--- config.mk ---
export PLATFORM = sky130hd
export DESIGN_NAME = apb_timer_slave
export DESIGN_NICKNAME = d
export VERILOG_FILES = /design/src/rtl/apb_timer_slave.sv
export SDC_FILE = /design/constraint.sdc
export NUM_CORES = 1
export LEC_CHECK = 0
export ABC_CLOCK_PERIOD_IN_PS = 2470
export CELL_PAD_IN_SITES_DETAIL_PLACEMENT = 1
export CELL_PAD_IN_SITES_GLOBAL_PLACEMENT = 2
export CORE_MARGIN = 2
export CORE_UTILIZATION = 30
export DETAILED_ROUTE_END_ITERATION = 10
export PLACE_DENSITY = 0.92
export SYNTH_ARGS = -nofsm -noshare
export SYNTH_HDL_FRONTEND = slang
export SYNTH_SLANG_ARGS = --single-unit
--- constraint.sdc ---
create_clock -name HCLK -period 2.47 [get_ports HCLK]
set_input_delay 0.3705 -clock HCLK [delete_from_list [all_inputs] [get_ports HCLK]]
set_output_delay 0.3705 -clock HCLK [all_outputs]
set_load 0.005 [all_outputs]
--- src/rtl/apb_timer_slave.sv ---
// apb_timer_slave: APB slave with a 32-bit down-counter timer (reload, one-shot,
// level interrupt) and a programmable number of APB wait states.
// Registers: 0x000 CTRL, 0x004 VALUE, 0x008 RELOAD, 0x00C INTSTATUS (write 1 clears).
// Optional build macro APB_TIMER_PROT_CHECK_EN: unprivileged writes (PPROT[0]=0)
// complete with PSLVERR=1 and leave the registers untouched.
module apb_timer_slave #(
    parameter int unsigned ADDRWIDTH   = 16,
    parameter int unsigned DATAWIDTH   = 32,
    parameter int unsigned WAIT_STATES = 0
) (
    input  logic                 HCLK,
    input  logic                 HRESET,
    input  logic                 PCLKEN,
    input  logic                 PSEL,
    input  logic                 PENABLE,
    input  logic [ADDRWIDTH-1:0] PADDR,
    input  logic                 PWRITE,
    input  logic [DATAWIDTH-1:0] PWDATA,
    input  logic [2:0]           PPROT,
    input  logic [3:0]           PSTRB,
    output logic [DATAWIDTH-1:0] PRDATA,
    output logic                 PREADY,
    output logic                 PSLVERR,
    output logic                 TIMERINT
);

    localparam logic StIdle   = 1'b0;
    localparam logic StAccess = 1'b1;

    logic        state_q, state_d;
    logic [1:0]  wait_q, wait_d;
    logic [2:0]  ctrl_q, ctrl_d;
    logic [31:0] value_q, value_d;
    logic [31:0] reload_q, reload_d;
    logic        int_q, int_d;
    logic        expired_q, expired_d;

    logic [9:0]  reg_idx;
    logic        sel_ctrl, sel_value, sel_reload, sel_int, addr_ok;
    logic        prot_err;
    logic        xfer_done, commit, wr_en;
    logic        count_en, hw_set;
    logic [31:0] rdata;
    logic        unused_inputs;

    assign unused_inputs = ^{PADDR[ADDRWIDTH-1:12], PADDR[1:0], PPROT};

    assign reg_idx    = PADDR[11:2];
    assign sel_ctrl   = (reg_idx == 10'd0);
    assign sel_value  = (reg_idx == 10'd1);
    assign sel_reload = (reg_idx == 10'd2);
    assign sel_int    = (reg_idx == 10'd3);
    assign addr_ok    = (reg_idx[9:2] == 8'd0);

`ifdef APB_TIMER_PROT_CHECK_EN
    assign prot_err = PWRITE & ~PPROT[0];
`else
    assign prot_err = 1'b0;
`endif

    // Final access cycle: this is where PREADY rises and the write lands.
    assign xfer_done = (state_q == StAccess) && (wait_q == 2'd0);
    assign commit    = xfer_done & PCLKEN & PSEL & PENABLE;
    assign wr_en     = commit & PWRITE & addr_ok & ~prot_err;

    function automatic logic [31:0] lane_merge(input logic [31:0] old_v,
                                               input logic [31:0] new_v,
                                               input logic [3:0]  strb);
        logic [31:0] r;
        r = old_v;
        for (int b = 0; b < 4; b++) begin
            if (strb[b]) r[8*b +: 8] = new_v[8*b +: 8];
        end
        return r;
    endfunction

    // APB handshake: setup -> access with WAIT_STATES stalls, only on PCLKEN cycles.
    always_comb begin
        state_d = state_q;
        wait_d  = wait_q;
        if (PCLKEN) begin
            case (state_q)
                StIdle: begin
                    if (PSEL && !PENABLE) begin
                        state_d = StAccess;
                        wait_d  = 2'(WAIT_STATES);
                    end
                end
                StAccess: begin
                    if (!PSEL || !PENABLE) begin
                        state_d = StIdle;  // protocol violation: abort, nothing committed
                    end else if (wait_q != 2'd0) begin
                        wait_d = wait_q - 2'd1;
                    end else begin
                        state_d = StIdle;
                    end
                end
                default: state_d = StIdle;
            endcase
        end
    end

    // Timer step plus register writes; APB writes override hardware updates.
    always_comb begin
        value_d   = value_q;
        reload_d  = reload_q;
        ctrl_d    = ctrl_q;
        // Clearing enable through CTRL halts counting in the very cycle of the write.
        count_en  = ctrl_q[0] & ~(wr_en & sel_ctrl & PSTRB[0] & ~PWDATA[0]);
        hw_set    = 1'b0;
        if (count_en) begin
            if (expired_q) begin
                if (ctrl_q[2]) ctrl_d[0] = 1'b0;
                else           value_d   = reload_q;
            end else if (value_q != 32'd0) begin
                value_d = value_q - 32'd1;
                // A VALUE write suppresses the decrement, so it also suppresses the expiry.
                hw_set  = (value_q == 32'd1) & ~(wr_en & sel_value);
            end
        end
        expired_d = hw_set;
        if (wr_en) begin
            if (sel_value)             value_d  = lane_merge(value_q, PWDATA, PSTRB);
            if (sel_reload)            reload_d = lane_merge(reload_q, PWDATA, PSTRB);
            if (sel_ctrl && PSTRB[0])  ctrl_d   = PWDATA[2:0];
        end
        int_d = hw_set | (int_q & ~(wr_en & sel_int & PSTRB[0] & PWDATA[0]));
    end

    // Read mux for the addressed register.
    always_comb begin
        rdata = 32'd0;
        case (reg_idx)
            10'd0:   rdata = {29'd0, ctrl_q};
            10'd1:   rdata = value_q;
            10'd2:   rdata = reload_q;
            10'd3:   rdata = {31'd0, int_q};
            default: rdata = 32'd0;
        endcase
    end

    assign PREADY   = (state_q == StIdle) | (wait_q == 2'd0);
    assign PSLVERR  = xfer_done & (~addr_ok | prot_err);
    assign PRDATA   = (xfer_done && !PWRITE) ? rdata : 32'd0;
    assign TIMERINT = int_q & ctrl_q[1];

    // APB handshake state.
    always_ff @(posedge HCLK) begin
        if (HRESET) begin
            state_q <= StIdle;
            wait_q  <= 2'd0;
        end else begin
            state_q <= state_d;
            wait_q  <= wait_d;
        end
    end

    // Timer and register state.
    always_ff @(posedge HCLK) begin
        if (HRESET) begin
            ctrl_q    <= 3'd0;
            value_q   <= 32'd0;
            reload_q  <= 32'd0;
            int_q     <= 1'b0;
            expired_q <= 1'b0;
        end else begin
            ctrl_q    <= ctrl_d;
            value_q   <= value_d;
            reload_q  <= reload_d;
            int_q     <= int_d;
            expired_q <= expired_d;
        end
    end

endmodule

==> results.cfg, run 1 <==
[run_status]
outcome = complete, no violations

[yosys]
synth_edf_count = 0
yosys_most_used_dff = dfxtp_1
synth_commonest_cells = nor2_1, dfxtp_1, nand2_1
ys_seq_area_frac = 0.280
synth_top_area_frac = 0.280
yosysWarnings = 0
synth_nets = 761
yosysUniqueCellTypes = 74
synth_cells = 696
synthTopCellsByArea = dfxtp_1, nor2_1, a21oi_1
async_reset_ff_frac = 0
postSynthAreaPerCell_um2 = 7.39
synth_top_area_cell = dfxtp_1
syn_area_um2 = 5140
synth.most_common_cell = nor2_1
synth-seq-cells = 72

[placement]
gp_congestion = 0.954
place.detailed.hpwl_um = 16400
port_buffers = 86

[setup_path]
worstPathMaxFanout = 6
worst_setup_path_end_kind = register
worstSetupPathType = input port to register
path_cells = buf_4 > or4_4 > buf_4 > buf_4 > nor4_4 > a21o_2 > nor2_1 > a221oi_1 > a221oi_1
r2r_slack_ns = 0.08
crit_family = simple AND/OR/NAND/NOR gates
max_stage_delay_ns = 0.55
worstPathArrival_ns = 2.66
critPathRequiredTime_ns = 2.69
rr_endpoint = value_q[18]$_SDFFE_PP0P_
r2r_cells = 10
crit_slowest_cell = or4_4
regToRegStartpoint = wait_q[1]$_SDFFE_PP0P_
path_buf_inv = 3
startpoint_type = input port
cp_common_cell = buf_4

[grt]
gr-usage-all-layers = 0.269
antenna_found_initial = 0
grt_pass1_wl_um = 37900
grt.overflow.total = 0
grt_pass1_vias = 6950
grt_max_degree = 30

[die]
die_h_um = 135
dieArea_um2 = 18200
start_util = 0.309
core-area_um2 = 16600
io_pins = 96
row_count = 47
die_w_um = 135

[sta]
worst_pin_slew_ns = 0.703
finalHoldViolations = 0
rsz0062_at_grt = yes
final_max_slew_viol_count = 0
finalHoldWorstSlack_ns = 0.478
relSlewSlack = 0.527
setup_viol = 0
post-route-min-period_ns = 2.44
tns_ns = 0
max_freq_mhz = 410
fin_skew_ns = 0.0115
fin_crit_sh = 0.987

[clock_network]
cts_hold_buf = 0
cts.sinks = 72
clockBufferDepth = 2
cts_buffers = 9
htree_levels = 3
cts-root-buf = clkbuf_16
worstSkewPairLatency_ns = 0.36
tritoncts = done
path_clk_slew_ns = 0.06

[drt]
wl_per_cell_um = 23.0
drc = 0
via_per_inst = 6.11
drt_iter0_drc = 553
postRouteAntennaNets = 0
dr.pass1.iters = 5
vias = 6561
wirelength_um = 24600

[power_and_ir_drop]
swShare = 0.260
p_int_mw = 2.18
p_leak_nw = 2.79
peakVddDrop_v = 0.000318
p_total_mw = 2.95
p_per_area_nw_per_um2 = 398
switching_power_mw = 0.767
power_frac_clock = 0.470
power_frac_comb = 0.134
power_frac_seq = 0.396

[worst_hold_path]
hold_path_depth = 2
hp-start = reload_q[13]$_SDFFE_PP0P_
hold_path_end = reload_q[13]$_SDFFE_PP0P_
min_path_type = register to register

[finish]
fin_nets = 914
final_util = 0.445
drive_above_1_share = 0.288
diodes = 0
syn_to_final_growth_pct = 44.1

[job]
max_cap_violations = 0
-- kinds of logic after synthesis --
logic type                 count (synthesis)  synth area share
AOI/OAI and AO/OA                        201             0.266
xor gates and xnor gates                   2           0.00341
adders and majority gates                  4           0.00974
buffers and inverters                     74            0.0635
DFF                                       72             0.280
muxes                                     25            0.0528
and+or+nand+nor                          318             0.324
-- tightest hold or removal path: cells and delay by family (launching register included) --
family | cells | cell delay (ns)
DFF | 1 | 0.32
and+or+nand+nor | 1 | 0.06
AOI/OAI and AO/OA | 1 | 0.05
-- flip-flops by register name (all words and copies together), names as in the netlist --
signal and count:
ctrl_q 3, wait_q 2, state_q 1, value_q 32
reload_q 32, expired_q 1, int_q 1
-- per-layer routing --
layer / vias to the layer above / track usage / share of wire
met4: 0 / 0.142 / 0.043
met2: 286 / 0.443 / 0.48
met3: 87 / 0.0604 / 0.074
li1: 2926 / - / -
met1: 3262 / 0.327 / 0.41
met5: - / 0 / 0
-- worst max-delay path by stage --
| stage | start | end | slack [ns] | cells after the start |
|---|---|---|---|---|
| final | PADDR[8] | value_q[27]$_SDFFE_PP0P_ | 0.03 | 9 |
| after global routing | PADDR[8] | value_q[27]$_SDFFE_PP0P_ | -0.10 | 9 |
| after detailed placement | PADDR[5] | PRDATA[14] | -0.56 | 9 |
| after CTS | PADDR[6] | PRDATA[31] | 0.006 | 10 |
| after floorplan | PADDR[9] | value_q[10]$_SDFFE_PP0P_ | 0.23 | 6 |
| after global placement | PADDR[9] | PRDATA[20] | -0.50 | 7 |
-- power by group through the flow --
stage          sequential [mW]  combinational (mW)  clock, mW
2_1_floorplan             1.19               0.186          0
3_3_place_gp              1.19               0.365          0
3_5_place_dp              1.19               0.376          0
4_1_cts                   1.17               0.379       1.39
5_1_grt                   1.17               0.419       1.44
6_report                  1.17               0.395       1.39
-- metrics by stage --
stage,instance area [um^2],setup slack (ns),std cells
after floorplan,5140,0.225,696
after global placement,6830,-0.497,1041
after detailed placement,6830,-0.559,1041
after CTS,7350,0.00613,1075
after global routing,7410,-0.103,1074
final,7410,0.0316,1074
-- what timing repair did --
action / in CTS / in global routing
pin swaps: 28 / 21
buffers inserted: 15 / 2
setup endpoints to repair: 89 / 73
gates cloned: 4 / 0
resized for setup: 157 / 56
-- final cells by class --
type                            count  area, um^2
Clock buffer                       13         260
Sequential cell                    72        1440
Clock inverter                      3        40.0
Inverter                           12        45.0
Tap cell                          220         275
Fill cell                        2025        9230
Timing Repair Buffer              204        1760
Multi-Input combinational cell    550        3590
-- layout by cell type, fill, tap and decap left out, types with 8 or more instances in the layout --
master,Yosys,layout
a21oi_1,58,57
a22oi_1,30,20
a22oi_2,0,10
a31oi_1,13,12
and3_1,13,12
buf_12,0,9
buf_2,5,26
buf_4,7,97
buf_6,2,10
clkbuf_16,0,9
clkbuf_2,1,10
clkdlybuf4s50_1,0,44
dfxtp_1,72,71
inv_1,12,10
mux2i_1,17,17
nand2_1,69,61
nand2_2,0,8
nand3_1,55,55
nand4_1,13,13
nor2_1,78,71
nor3_1,20,19
nor4_2,5,8
o211ai_1,9,9
o21ai_0,15,15
o22ai_1,11,11
or3_1,10,9
No activity file was read; power rests on OpenSTA's default activity.
==> run 2, diff against run 1 <==
- CORE_MARGIN: 2 -> not set
- RECOVER_POWER: not set -> 100
- SETUP_SLACK_MARGIN: not set -> 0.2
==> results.cfg, run 2 (synthesis results as in run 1) <==
[drt]
vias = 6835
wl_per_cell_um = 24.4
m1WireLength_um = 10700
via_per_inst = 6.22
wl_met2_um = 12700
drc = 0
met3WireLength_um = 1920
dr.pass1.iters = 5
postRouteAntennaNets = 0
drt_iter0_drc = 634
highest-signal-layer = met4
wirelength_um = 26800

[die]
start_util = 0.309
core-area_um2 = 16600
dieArea_um2 = 17700
die_h_um = 133
die_w_um = 133
io_pins = 96
row_count = 47

[sta]
finalHoldViolations = 0
post-route-min-period_ns = 2.46
rsz0062_at_grt = yes
fin_crit_sh = 0.994
worst_slack_ns = 0.0143
setup_viol = 0
worst_pin_slew_ns = 0.556
final_max_slew_viol_count = 0
relSlewSlack = 0.626
max_freq_mhz = 407
fin_skew_ns = 0.0123

[run_status]
outcome = complete, no violations

[setup_path]
critPathRequiredTime_ns = 2.10
worstPathArrival_ns = 2.09
worst_setup_path_end_kind = output port
worstSetupPathType = input port to output port
crit_slowest_cell = or4_4
startpoint_type = input port
worstPathMaxFanout = 7
path_cells = buf_6 > or4_4 > nor4_4 > buf_4 > buf_16 > buf_8 > a22oi_2 > nor2_1 > buf_2
max_stage_delay_ns = 0.56

[power_and_ir_drop]
p_per_area_nw_per_um2 = 356
power_frac_seq = 0.411
peakVddDrop_v = 0.000308
p_int_mw = 2.07
power_frac_comb = 0.155
p_leak_nw = 3.00
switching_power_mw = 0.776
swShare = 0.273
power_frac_clock = 0.434

[placement]
gp_congestion = 0.956
placed_cell_area_um2 = 6930
place.detailed.hpwl_um = 16600
port_buffers = 86
preCtsSetupSlack_ns = -0.555
dp.cells = 1053

[clock_network]
htree_levels = 3
worstSkewPairLatency_ns = 0.36
cts-root-buf = clkbuf_16
clockBufferDepth = 2
cts_buffers = 9
cts.sinks = 72
cts_hold_buf = 0
path_clk_slew_ns = 0.06
tritoncts = done

[finish]
diodes = 0
final_common_cell = buf_4
fin_cells = 1099
syn_to_final_growth_pct = 55.4
fin_nets = 941
drive_above_1_share = 0.354
layout_common_cells = buf_4, nor2_1, dfxtp_1
final_util = 0.480
fin_area_um2 = 7990
top_regs = reload_q (32), value_q (32), ctrl_q (3)
fillers = 1966

[grt]
grt_pass1_wl_um = 40000
grt.overflow.total = 0
grt_max_degree = 30
grt_pass1_vias = 7068
antenna_found_initial = 0
gr-usage-all-layers = 0.293

[job]
max_cap_violations = 0

[worst_hold_path]
min_path_type = input port to register
==> run 2: changes by cell type in the layout (fill, tap and decap cells not counted), sizes merged <==
cell,previous run,this run
bufinv,1,0
clkinv,2,1
clkbuf,23,16
dlygate4sd3,0,3
buf,145,181
clkdlybuf4s15,1,0
clkdlybuf4s50,44,40
==> run 2: stage by stage <==
stage,total power [mW],setup TNS [ns],hold slack [ns]
finish,2.85,0,0.481
detailed placement,1.58,-46.24,0.464
global route,2.93,-0.0213,0.475
global placement,1.57,-41.20,0.442
floorplan,1.38,0,0.436
CTS,2.80,0,0.450
==> run 2: per-layer routing <==
metal | track usage | vias up
met5 | 0 | -
met4 | 0.167 | 0
met3 | 0.0483 | 113
met2 | 0.497 | 373
met1 | 0.348 | 3364
li1 | - | 2985
==> run 2: worst paths after layout <==
kind | startpoint | endpoint | slack [ns] | depth (start not counted)
hold reg to reg | reload_q[18]$_SDFFE_PP0P_ | reload_q[18]$_SDFFE_PP0P_ | 0.49 | 2
setup reg to reg | wait_q[0]$_SDFFE_PP0P_ | value_q[28]$_SDFFE_PP0P_ | 0.16 | 11
setup / recovery | PADDR[8] | PRDATA[27] | 0.01 | 9
hold / removal | HRESET | reload_q[15]$_SDFFE_PP0P_ | 0.48 | 2
==> run 2: critical path, delay by kind of cell <==
kind,cells,cell delay (ns)
and+or+nand+nor,3,0.94
buffers and inverters,5,0.70
AOI/OAI and AO/OA,1,0.08
==> run 2: final cells by class <==
| type | count | area, um^2 | area share |
|---|---|---|---|
| flip-flops and latches | 72 | 1450 | 0.181 |
| multi-input cells | 550 | 3850 | 0.482 |
| clock inverters | 1 | 5.00 | 0.000626 |
| inverters | 12 | 45.0 | 0.00564 |
| repair buffers | 231 | 2110 | 0.264 |
| well taps | 220 | 275 | 0.0345 |
| clock buffers | 13 | 250 | 0.0313 |
==> run 2: power groups by stage <==
stage / logic [mW] / clock network [mW] / registers, mW
finish: 0.442 / 1.23 / 1.17
global placement: 0.379 / 0 / 1.19
CTS: 0.402 / 1.23 / 1.17
floorplan: 0.186 / 0 / 1.19
global route: 0.464 / 1.29 / 1.17
detailed placement: 0.391 / 0 / 1.19
==> run 2: what timing repair did <==
action,CTS,global route
pin swaps,52,54
setup endpoints to repair,98,96
resized for setup,231,75
gates cloned,6,1
buffers inserted,19,6
